===== config.mk =====
export PLATFORM = sky130hd
export DESIGN_NAME = ms_load_resp_tracker
export DESIGN_NICKNAME = d
export VERILOG_FILES = /design/src/rtl/ms_load_resp_tracker_pkg.sv /design/src/rtl/ms_load_resp_tracker_ld_align_ext.sv /design/src/rtl/ms_load_resp_tracker.sv
export SDC_FILE = /design/constraint.sdc
export NUM_CORES = 1
export LEC_CHECK = 0
export BUFFER_PORTS_ARGS = -buffer_cell sky130_fd_sc_hd__buf_2
export CAP_MARGIN = 15
export CORE_AREA = 4 4 140 142
export CTS_BUF_LIST = sky130_fd_sc_hd__clkbuf_8
export DETAILED_ROUTE_END_ITERATION = 10
export DIE_AREA = 0 0 144 146
export PLACE_DENSITY = 0.76
export SETUP_SLACK_MARGIN = 0.5
export SLEW_MARGIN = 0
export SYNTH_ARGS = -nofsm -noshare
export SYNTH_HDL_FRONTEND = slang
export SYNTH_SLANG_ARGS = --single-unit
export TNS_END_PERCENT = 50

===== constraint.sdc =====
create_clock -name clk -period 3.4 [get_ports clk]
set_input_delay 0.51 -clock clk [delete_from_list [all_inputs] [get_ports clk]]
set_output_delay 0.51 -clock clk [all_outputs]
set_load 0.05 [all_outputs]

===== src/rtl/ms_load_resp_tracker_pkg.sv =====
// Shared load-op codes and slot states for the MEM-stage load response tracker.
package ms_load_resp_tracker_pkg;

   localparam logic [2:0] LDOP_B  = 3'd0;
   localparam logic [2:0] LDOP_BU = 3'd1;
   localparam logic [2:0] LDOP_H  = 3'd2;
   localparam logic [2:0] LDOP_HU = 3'd3;
   localparam logic [2:0] LDOP_W  = 3'd4;
   localparam logic [2:0] LDOP_WU = 3'd5;
   localparam logic [2:0] LDOP_D  = 3'd6;
   localparam logic [2:0] LDOP_ST = 3'd7;

   typedef enum logic [1:0] {
      SLOT_FREE = 2'd0,
      SLOT_WAIT = 2'd1,
      SLOT_DONE = 2'd2,
      SLOT_DROP = 2'd3
   } slot_st_e;

endpackage


===== src/rtl/ms_load_resp_tracker_ld_align_ext.sv =====
// Load data alignment and sign/zero extension; purely combinational.
module ld_align_ext
   import ms_load_resp_tracker_pkg::*;
#(
   parameter  int DATA_W = 32,
   localparam int LB_W   = $clog2(DATA_W / 8),
   localparam int SH_W   = LB_W + 3
) (
   input  logic [2:0]        op,
   input  logic [LB_W-1:0]   lb,
   input  logic [DATA_W-1:0] raw,
   output logic [DATA_W-1:0] ext,
   output logic              bad_op
);

   logic [SH_W-1:0] byte_sh;
   logic [SH_W-1:0] half_sh;
   logic [SH_W-1:0] word_sh;
   logic [7:0]      b;
   logic [15:0]     h;
   logic [31:0]     w;

   always_comb begin
      // Masking low lb bits gives the lane base; for a 32-bit bus the word shift is always 0.
      byte_sh = {lb, 3'b000};
      half_sh = {lb & ~LB_W'(1), 3'b000};
      word_sh = {lb & ~LB_W'(3), 3'b000};
      b       = 8'(raw >> byte_sh);
      h       = 16'(raw >> half_sh);
      w       = 32'(raw >> word_sh);
      ext     = '0;
      bad_op  = 1'b0;
      case (op)
         LDOP_B:  ext = DATA_W'($signed(b));
         LDOP_BU: ext = DATA_W'(b);
         LDOP_H:  ext = DATA_W'($signed(h));
         LDOP_HU: ext = DATA_W'(h);
         LDOP_W:  ext = DATA_W'($signed(w));
         LDOP_WU: ext = DATA_W'(w);
         LDOP_D: begin
            if (DATA_W == 64) ext = raw;
            else              bad_op = 1'b1;
         end
         default: ext = '0;
      endcase
   end

endmodule


===== src/rtl/ms_load_resp_tracker.sv =====
// In-order tracker for outstanding data-SRAM requests: tag match, flush drop, WB stall hold.
//  state     | meaning
//  SLOT_FREE | slot unused
//  SLOT_WAIT | request issued, awaiting data_ok
//  SLOT_DONE | data returned, waiting for WS to accept
//  SLOT_DROP | request flushed, its data_ok will be swallowed
module ms_load_resp_tracker
   import ms_load_resp_tracker_pkg::*;
#(
   parameter  int DATA_W = 32,
   parameter  int DEPTH  = 4,
   localparam int LB_W   = $clog2(DATA_W / 8)
) (
   input  logic              clk,
   input  logic              resetn,
   input  logic              iss_valid,
   input  logic [2:0]        iss_op,
   input  logic [LB_W-1:0]   iss_lb,
   output logic              iss_full,
   input  logic              flush,
   input  logic              data_ok,
   input  logic [DATA_W-1:0] rdata,
   output logic              out_valid,
   input  logic              out_ready,
   output logic [DATA_W-1:0] out_data,
   output logic              out_is_st,
   output logic              busy,
   output logic              err
);

   localparam int IW = $clog2(DEPTH);
   localparam int PW = IW + 1;

   slot_st_e          st_q   [DEPTH];
   slot_st_e          st_d   [DEPTH];
   logic [2:0]        op_q   [DEPTH];
   logic [2:0]        op_d   [DEPTH];
   logic [LB_W-1:0]   lb_q   [DEPTH];
   logic [LB_W-1:0]   lb_d   [DEPTH];
   logic [DATA_W-1:0] data_q [DEPTH];
   logic [DATA_W-1:0] data_d [DEPTH];
   logic [PW-1:0]     alloc_q, alloc_d;
   logic [PW-1:0]     resp_q, resp_d;
   logic [PW-1:0]     head_q, head_d;
   logic              err_q, err_d;

   logic [IW-1:0]     alloc_idx, resp_idx, head_idx;
   logic [PW-1:0]     occ;
   logic              resp_hit, bypass, pop, iss_acc, bad_op;
   logic [DATA_W-1:0] raw_sel, ext_data;

   always_comb begin
      alloc_idx = alloc_q[IW-1:0];
      resp_idx  = resp_q[IW-1:0];
      head_idx  = head_q[IW-1:0];
      occ       = alloc_q - head_q;
      iss_full  = (occ == PW'(DEPTH));
      iss_acc   = iss_valid & ~iss_full;
      resp_hit  = data_ok & ((st_q[resp_idx] == SLOT_WAIT) | (st_q[resp_idx] == SLOT_DROP));
      bypass    = ~flush & data_ok & (st_q[head_idx] == SLOT_WAIT) & (head_q == resp_q);
      out_valid = ~flush & ((st_q[head_idx] == SLOT_DONE) | bypass);
      pop       = out_valid & out_ready;
      raw_sel   = bypass ? rdata : data_q[head_idx];
      out_data  = out_valid ? ext_data : '0;
      out_is_st = out_valid & (op_q[head_idx] == LDOP_ST);
      err       = err_q;
      busy      = 1'b0;
      for (int i = 0; i < DEPTH; i++) begin
         if (st_q[i] != SLOT_FREE) busy = 1'b1;
      end
   end

   ld_align_ext #(.DATA_W(DATA_W)) u_align (
      .op     (op_q[head_idx]),
      .lb     (lb_q[head_idx]),
      .raw    (raw_sel),
      .ext    (ext_data),
      .bad_op (bad_op)
   );

   always_comb begin
      st_d    = st_q;
      op_d    = op_q;
      lb_d    = lb_q;
      data_d  = data_q;
      alloc_d = alloc_q;
      resp_d  = resp_q;
      head_d  = head_q;
      err_d   = err_q | (out_valid & bad_op);

      if (resp_hit) begin
         resp_d = resp_q + PW'(1);
         if (st_q[resp_idx] == SLOT_WAIT) begin
            data_d[resp_idx] = rdata;
            st_d[resp_idx]   = flush ? SLOT_FREE : SLOT_DONE;
         end else begin
            // A dropped slot is always at head, so head follows resp past it.
            st_d[resp_idx] = SLOT_FREE;
            head_d         = head_q + PW'(1);
         end
      end else if (data_ok) begin
         err_d = 1'b1;
      end

      if (pop) begin
         st_d[head_idx] = SLOT_FREE;
         head_d         = head_q + PW'(1);
      end

      if (flush) begin
         for (int i = 0; i < DEPTH; i++) begin
            if (st_q[i] == SLOT_DONE)
               st_d[i] = SLOT_FREE;
            else if (st_q[i] == SLOT_WAIT && !(resp_hit && resp_idx == IW'(i)))
               st_d[i] = SLOT_DROP;
         end
         head_d = resp_d;
      end

      if (iss_acc) begin
         st_d[alloc_idx] = flush ? SLOT_DROP : SLOT_WAIT;
         op_d[alloc_idx] = iss_op;
         lb_d[alloc_idx] = iss_lb;
         alloc_d         = alloc_q + PW'(1);
      end else if (iss_valid) begin
         err_d = 1'b1;
      end
   end

   always_ff @(posedge clk or negedge resetn) begin
      if (!resetn) begin
         st_q    <= '{default: SLOT_FREE};
         op_q    <= '{default: '0};
         lb_q    <= '{default: '0};
         data_q  <= '{default: '0};
         alloc_q <= '0;
         resp_q  <= '0;
         head_q  <= '0;
         err_q   <= 1'b0;
      end else begin
         st_q    <= st_d;
         op_q    <= op_d;
         lb_q    <= lb_d;
         data_q  <= data_d;
         alloc_q <= alloc_d;
         resp_q  <= resp_d;
         head_q  <= head_d;
         err_q   <= err_d;
      end
   end

endmodule


* Yosys cells after proc, flatten, opt, wreduce, memory -nomap -nowiden
Cells that the tools add are included.
** Word-level totals
- Register bits :: 166
- Bits in latches :: 0
- RAM bits :: 0
- Bits in read-only memories :: 0
- Input port bits :: 43
- Output and inout bits :: 37
- Word-level logic and storage cells :: 165
- Memories kept :: 0
** Operators by class
- Add/subtract/negate cells :: 4
- Multiply operators :: 0
- Divide/modulo/power cells :: 0
- $lt $le $gt $ge :: 6
- Equality and inequality tests :: 25
- Shift-type cells :: 2
- Mux-type cells :: 62
- Bitwise operators :: 21
- Reduce and logical (&&, ||, !) cells :: 25
** Operator list (count)
- $mux 32 :: 5
- $pmux 32 s5 :: 1
- $bwmux 128 :: 1
- $bmux 32 s2 :: 1
- $demux 32 s2 :: 1
- $mux 8 :: 5
- $mux 2 :: 19
- $shr 32x5->16 :: 1
- $shr 32x5->8 :: 1
- $bwmux 8 :: 3
- $mux 3 :: 8
- $and 8x8->8 :: 2
- $eq 2x2->1 const B :: 8
- $not 8->8 :: 2
- $eq 3x3->1 const B :: 5
- $eq 2x1->1 const B :: 7
- $bmux 2 s2 :: 3
- $bwmux 12 :: 1
- $demux 2 s2 :: 3
- $logic_and 1x1->1 :: 11
- $add 3x1->3 const B :: 3
- $and 1x1->1 :: 9
- $ge 3x3->1 const B :: 3
- $lt 3x1->1 const B :: 3
- 18 further kinds :: 39

* Longest topological paths before layout
- Depth in word-level cells :: 16
- Depth in mapped cells :: 11
- Mapped depth without buffers :: 8

* By module
From an unflattened synthesis, not the netlist that was laid out.
** Second synthesis, totals
- Cells, all modules :: 706
- Area, all modules :: 9251.4 um2
** By module, submodules not included
- ms_load_resp_tracker :: times used 1, cells each 582, area an instance 8421.8 um2, seq. area each 4154.0 um2
- ld_align_ext :: times used 1, cells each 124, area an instance 829.5 um2, seq. area each 0.0 um2

* Least setup slack after synthesis
No wires, ideal clock.
- Path kind :: reg-to-output
- Start :: register head_q[0]
- End :: output port out_data[10]
- Arrival :: 3.164 ns
- Data required time :: 2.890 ns
- Slack :: -0.274 ns
- Cell stages (with the launch flop) :: 9
- Buffers on the path :: 2
- Path through :: dfrtp_1 -> buf_4 -> buf_6 -> mux4_2 -> nor2b_1 -> a21oi_2 -> nor2_2 -> nand2_1 -> o221ai_1
** On the way
- Elaborated cells between the ends (all ways) :: 32
- Classes of those cells :: 8 x eq/ne; 2 x shift; 15 x mux; 5 x bitwise; 2 x reduce/logical
** RTL lines
- start: declaration :: line ms_load_resp_tracker.sv:44 : logic [PW-1:0] head_q, head_d;
- start signal: assignment :: line ms_load_resp_tracker.sv:138 : head_q <= '0;
- start signal: assignment :: line ms_load_resp_tracker.sv:147 : head_q <= head_d;
- $not 2->3 (implied by the code) :: line ms_load_resp_tracker.sv:60, ms_load_resp_tracker.sv:61
- $bmux 2 s2 :: line ms_load_resp_tracker.sv:60, ms_load_resp_tracker.sv:61
- $mux 2 (implied by the code) (2 in a row) :: line ms_load_resp_tracker.sv:60, ms_load_resp_tracker.sv:61
- $eq 2x1->1 :: line ms_load_resp_tracker.sv:60 : bypass = ~flush & data_ok & (st_q[head_idx] == SLOT_WAIT) & (head_q == resp_q);
- $and 1x1->1 (2 in a row) :: line ms_load_resp_tracker.sv:60
- $or 1x1->1 * :: line ms_load_resp_tracker.sv:61 : out_valid = ~flush & ((st_q[head_idx] == SLOT_DONE) | bypass);
- $and 1x1->1 * :: line ms_load_resp_tracker.sv:61
- named net out_valid :: line ms_load_resp_tracker.sv:23 : output logic out_valid,
- $mux 32 * :: line ms_load_resp_tracker.sv:64 : out_data = out_valid ? ext_data : '0;
- end: declaration :: line ms_load_resp_tracker.sv:25 : output logic [DATA_W-1:0] out_data,
The timed path passes the listed nets; every way through them passes the cells marked *. The select of a mux whose other input is x is not followed.

* Worst setup path after layout
- Start :: register head_q[0]
- End :: output port out_data[17]
** On the way
- Cells in the longest elaborated chain, start to end :: 11
- Elaborated cells between the ends (all ways) :: 32
- Classes of those cells :: 8 x eq/ne; 2 x shift; 15 x mux; 5 x bitwise; 2 x reduce/logical
** Ends and longest elaborated chain
- $not 2->3 (implied by the code)
- $bmux 2 s2 :: line ms_load_resp_tracker.sv:60, ms_load_resp_tracker.sv:61
- $mux 2 (implied by the code) (2 in a row) :: line ms_load_resp_tracker.sv:60, ms_load_resp_tracker.sv:61
- $eq 2x1->1 :: line ms_load_resp_tracker.sv:60
- $and 1x1->1 (2 in a row) :: line ms_load_resp_tracker.sv:60
- $mux 32 :: line ms_load_resp_tracker.sv:63 : raw_sel = bypass ? rdata : data_q[head_idx];
- $shr 32x5->16 / $shr 32x5->8 (equally long branches) :: line ms_load_resp_tracker_ld_align_ext.sv:29, ms_load_resp_tracker_ld_align_ext.sv:28
- $pmux 32 s5 :: line ms_load_resp_tracker_ld_align_ext.sv:33 : case (op)
- $mux 32 * :: line ms_load_resp_tracker.sv:64
Every way passes the cells marked *; elsewhere a longest branch is shown, timed or not. The select of a mux whose other input is x is not followed.

==> reports/metrics.csv <==
stage,metric,value,unit
floorplan,fp.dieH,146,um
logic_synthesis,synth_edf_count,0,
floorplan,ioPinCount,80,
placement,place_area,10200,um^2
power,p_per_area,1160,nW/um^2
logic_synthesis,synth_nets,715,
power,ir_drop,760,uV
sta,worst_pin_slew,0.867,ns
logic_synthesis,yosysSeqAreaShare,46.2,%
logic_synthesis,synth_area_per_cell,13.7,um^2
placement,post-place-ws,0.0731,ns
sta,fin_skew,0.0156,ns
routing,drt_wl_total,24100,um
logic_synthesis,synth_ff_type,dfrtp_1,
clocking,htreeDepth,4,
final_layout,final_net_count,836,
routing,drt_first_iter_violations,379,
setup_path,crit_arrival,3.01,ns
floorplan,coreArea,18500,um^2
logic_synthesis,ys_ff_latch,166,
floorplan,num_rows,50,
grt,overflow,0,
floorplan,die_x,144,um
grt,grt_max_degree,91,
setup_path,worstPathMaxFanout,16,
logic_synthesis,post-synth-top-count-cell,dfrtp_1,
logic_synthesis,synth.distinct_cells,54,
placement,routabilityCongestion,0.906,
clocking,cts.sinks,166,
flow_run,drv_cap,0,
status,violations,negative setup slack,
floorplan,start_util,48.7,%
placement,port_buffers,79,
min_path,hp-class,input pin to async pin,
clocking,cts_tree,yes,
routing,wl_per_cell,23.5,um
power,total_power,0.0131,W
grt,antenna_found_initial,3,
routing,dr.pass1.iters,7,
setup_path,endpoint_kind,primary output,
logic_synthesis,yosysTopAreaCell,dfrtp_1,
final_layout,syn_to_final_growth,25.5,%
clocking,cts-buffers-inserted,17,
sta,finalHoldViolCount,0,
clocking,path_clk_slew,0.09,ns
logic_synthesis,yosys-top-cells-area,"dfrtp_1 46%, mux2_2 20%, mux4_2 10%, mux2i_1 5.7%, ha_1 1.9%",
routing,antenna_left,0,
grt,grt_first_pass_wirelength,38200,um
status,status,"complete, but fails checks",
sta,finalCriticalPeriod,3.52,ns
logic_synthesis,synth_warnings,0,
setup_path,worstPathRequired,2.89,ns
clocking,hold_buffers,0,
clocking,clk_latency,0.46,ns
clocking,root_buffer,clkbuf_8,
logic_synthesis,synth_top_area_share,46.2,%
logic_synthesis,synth_common_cells,"166 x dfrtp_1, 161 x mux2_2, 51 x mux2i_1",
logic_synthesis,synthCells,658,
sta,fin_tns_setup,-2.76,ns
clocking,cts_buffer_depth,2,
setup_path,worst-setup-path-type,register to primary output,
grt,grt_pass1_vias,6845,
placement,hpwl,15500,um
power,p_leak,4.97,nW
routing,drc,0,
final_layout,final_cell_area,11300,um^2
sta,setup_slack,-0.115,ns
sta,relSlewSlack,42.2,%
routing,vias,6323,
sta,finalSetupViolations,32,
sta,fmax,284,MHz
sta,grt_setup_unrepaired,true,
grt,grt_usage,23.3,%
floorplan,dieArea,21000,um^2
sta,drv_slew,0,
setup_path,setup.worst_path.start_class,register,
routing,vias_per_cell,6.16,
logic_synthesis,synth_area,8990,um^2
sta,fin_crit_sh,103,%
final_layout,drive_gt1_share,56.9,%
logic_synthesis,synthArstFlopShare,100,%
cell usage in the layout (no fill, tap or decap), drive strengths merged, types with 4 or more instances in the layout:
cell type and count:
nand2 33, inv 21, mux2 165, xnor2 6, nor2 23, nand2b 4, o221ai 7, buf 136
mux2i 51, o21a 16, clkbuf 19, nor2b 5, o21ai 10, o22a 7, ha 14, mux4 42
dfrtp 166, a31oi 5, a21oi 11, nand3 7, a32o 6
where the power goes:
part           leakage (nW)  total [W]  internal [W]  switching [W]
clock                 0.180    0.00133      0.000543       0.000783
sequential             2.00    0.00359       0.00296       0.000626
combinational          2.79    0.00822       0.00402        0.00420
total                  4.97     0.0131       0.00752        0.00561
cell type report:
type	instances	area, um^2
Antenna cell	1	2.50
Clock buffer	18	248
Clock inverter	14	114
Fill cell	1341	7170
Inverter	13	48.8
Multi-Input combinational cell	443	5160
Sequential cell	166	4160
Tap cell	234	293
Timing Repair Buffer	138	1270
critical path, stage by stage, from the launching register on:
cell     delay (ns)
dfrtp_4        0.49
mux4_2         0.65
buf_12         0.19
mux2i_4        0.20
mux2i_1        0.20
nand3_1        0.15
o41ai_4        0.09
buf_12         0.22
o21a_2         0.16
buf_4          0.19
per-layer routing:
metal	vias up	part of all wire (%)	wire, um	global-route usage (%)
met3	45	6.0	1440	5.26
met1	3308	41	9830	30.6
met4	4	2.3	556	7.25
li1	2728	-	-	-
met2	238	51	12300	38.6
met5	-	0.087	21	0
stage by stage:
step | hold WS (ns) | utilization [%] | instances
floorplan | 0.214 | - | 658
global placement | 0.481 | 55.0 | 966
detailed placement | 0.486 | 55.0 | 966
CTS | 0.125 | 60.4 | 1020
global route | 0.152 | 61.2 | 1027
finish | 0.0840 | 61.2 | 1027
repair_timing:
| action | CTS | global route |
|---|---|---|
| setup buffers | 20 | 5 |
| endpoints found under the setup margin | 34 | 35 |
| cloned | 2 | 1 |
| pin swaps | 12 | 7 |
| gates resized for setup | 111 | 23 |
logic make-up (layout without fill, tap and decap cells):
group | Yosys count | in the layout | share of synthesized area (%)
AOI/OAI and AO/OA | 72 | 72 | 6.15
xor gates and xnor gates | 9 | 9 | 0.877
other | 0 | 1 | 0
muxes | 257 | 258 | 36.8
and+or+nand+nor | 90 | 90 | 5.20
adders and majority gates | 14 | 14 | 1.95
DFF | 166 | 166 | 46.2
buffers and inverters | 50 | 183 | 2.85
final timing paths:
kind                            start           end  slack [ns]  cells past startpoint
min                            resetn   data_q[106]        0.08                      1
min in group clk            iss_op[0]       op_q[9]        0.32                      2
min reg2reg                alloc_q[2]    alloc_q[2]        0.50                      1
max in group asynchronous      resetn    data_q[98]        2.40                      2
max                         head_q[0]  out_data[17]       -0.12                      9
max reg2reg                 head_q[0]       op_q[2]        0.60                      9
flip-flops by register name, indices dropped and copies added (netlist names):
name / flops
data_q: 128
op_q: 12
lb_q: 8
st_q: 8
alloc_q: 3
head_q: 3
resp_q: 3
err: 1
(Power assumes the default switching activity.)
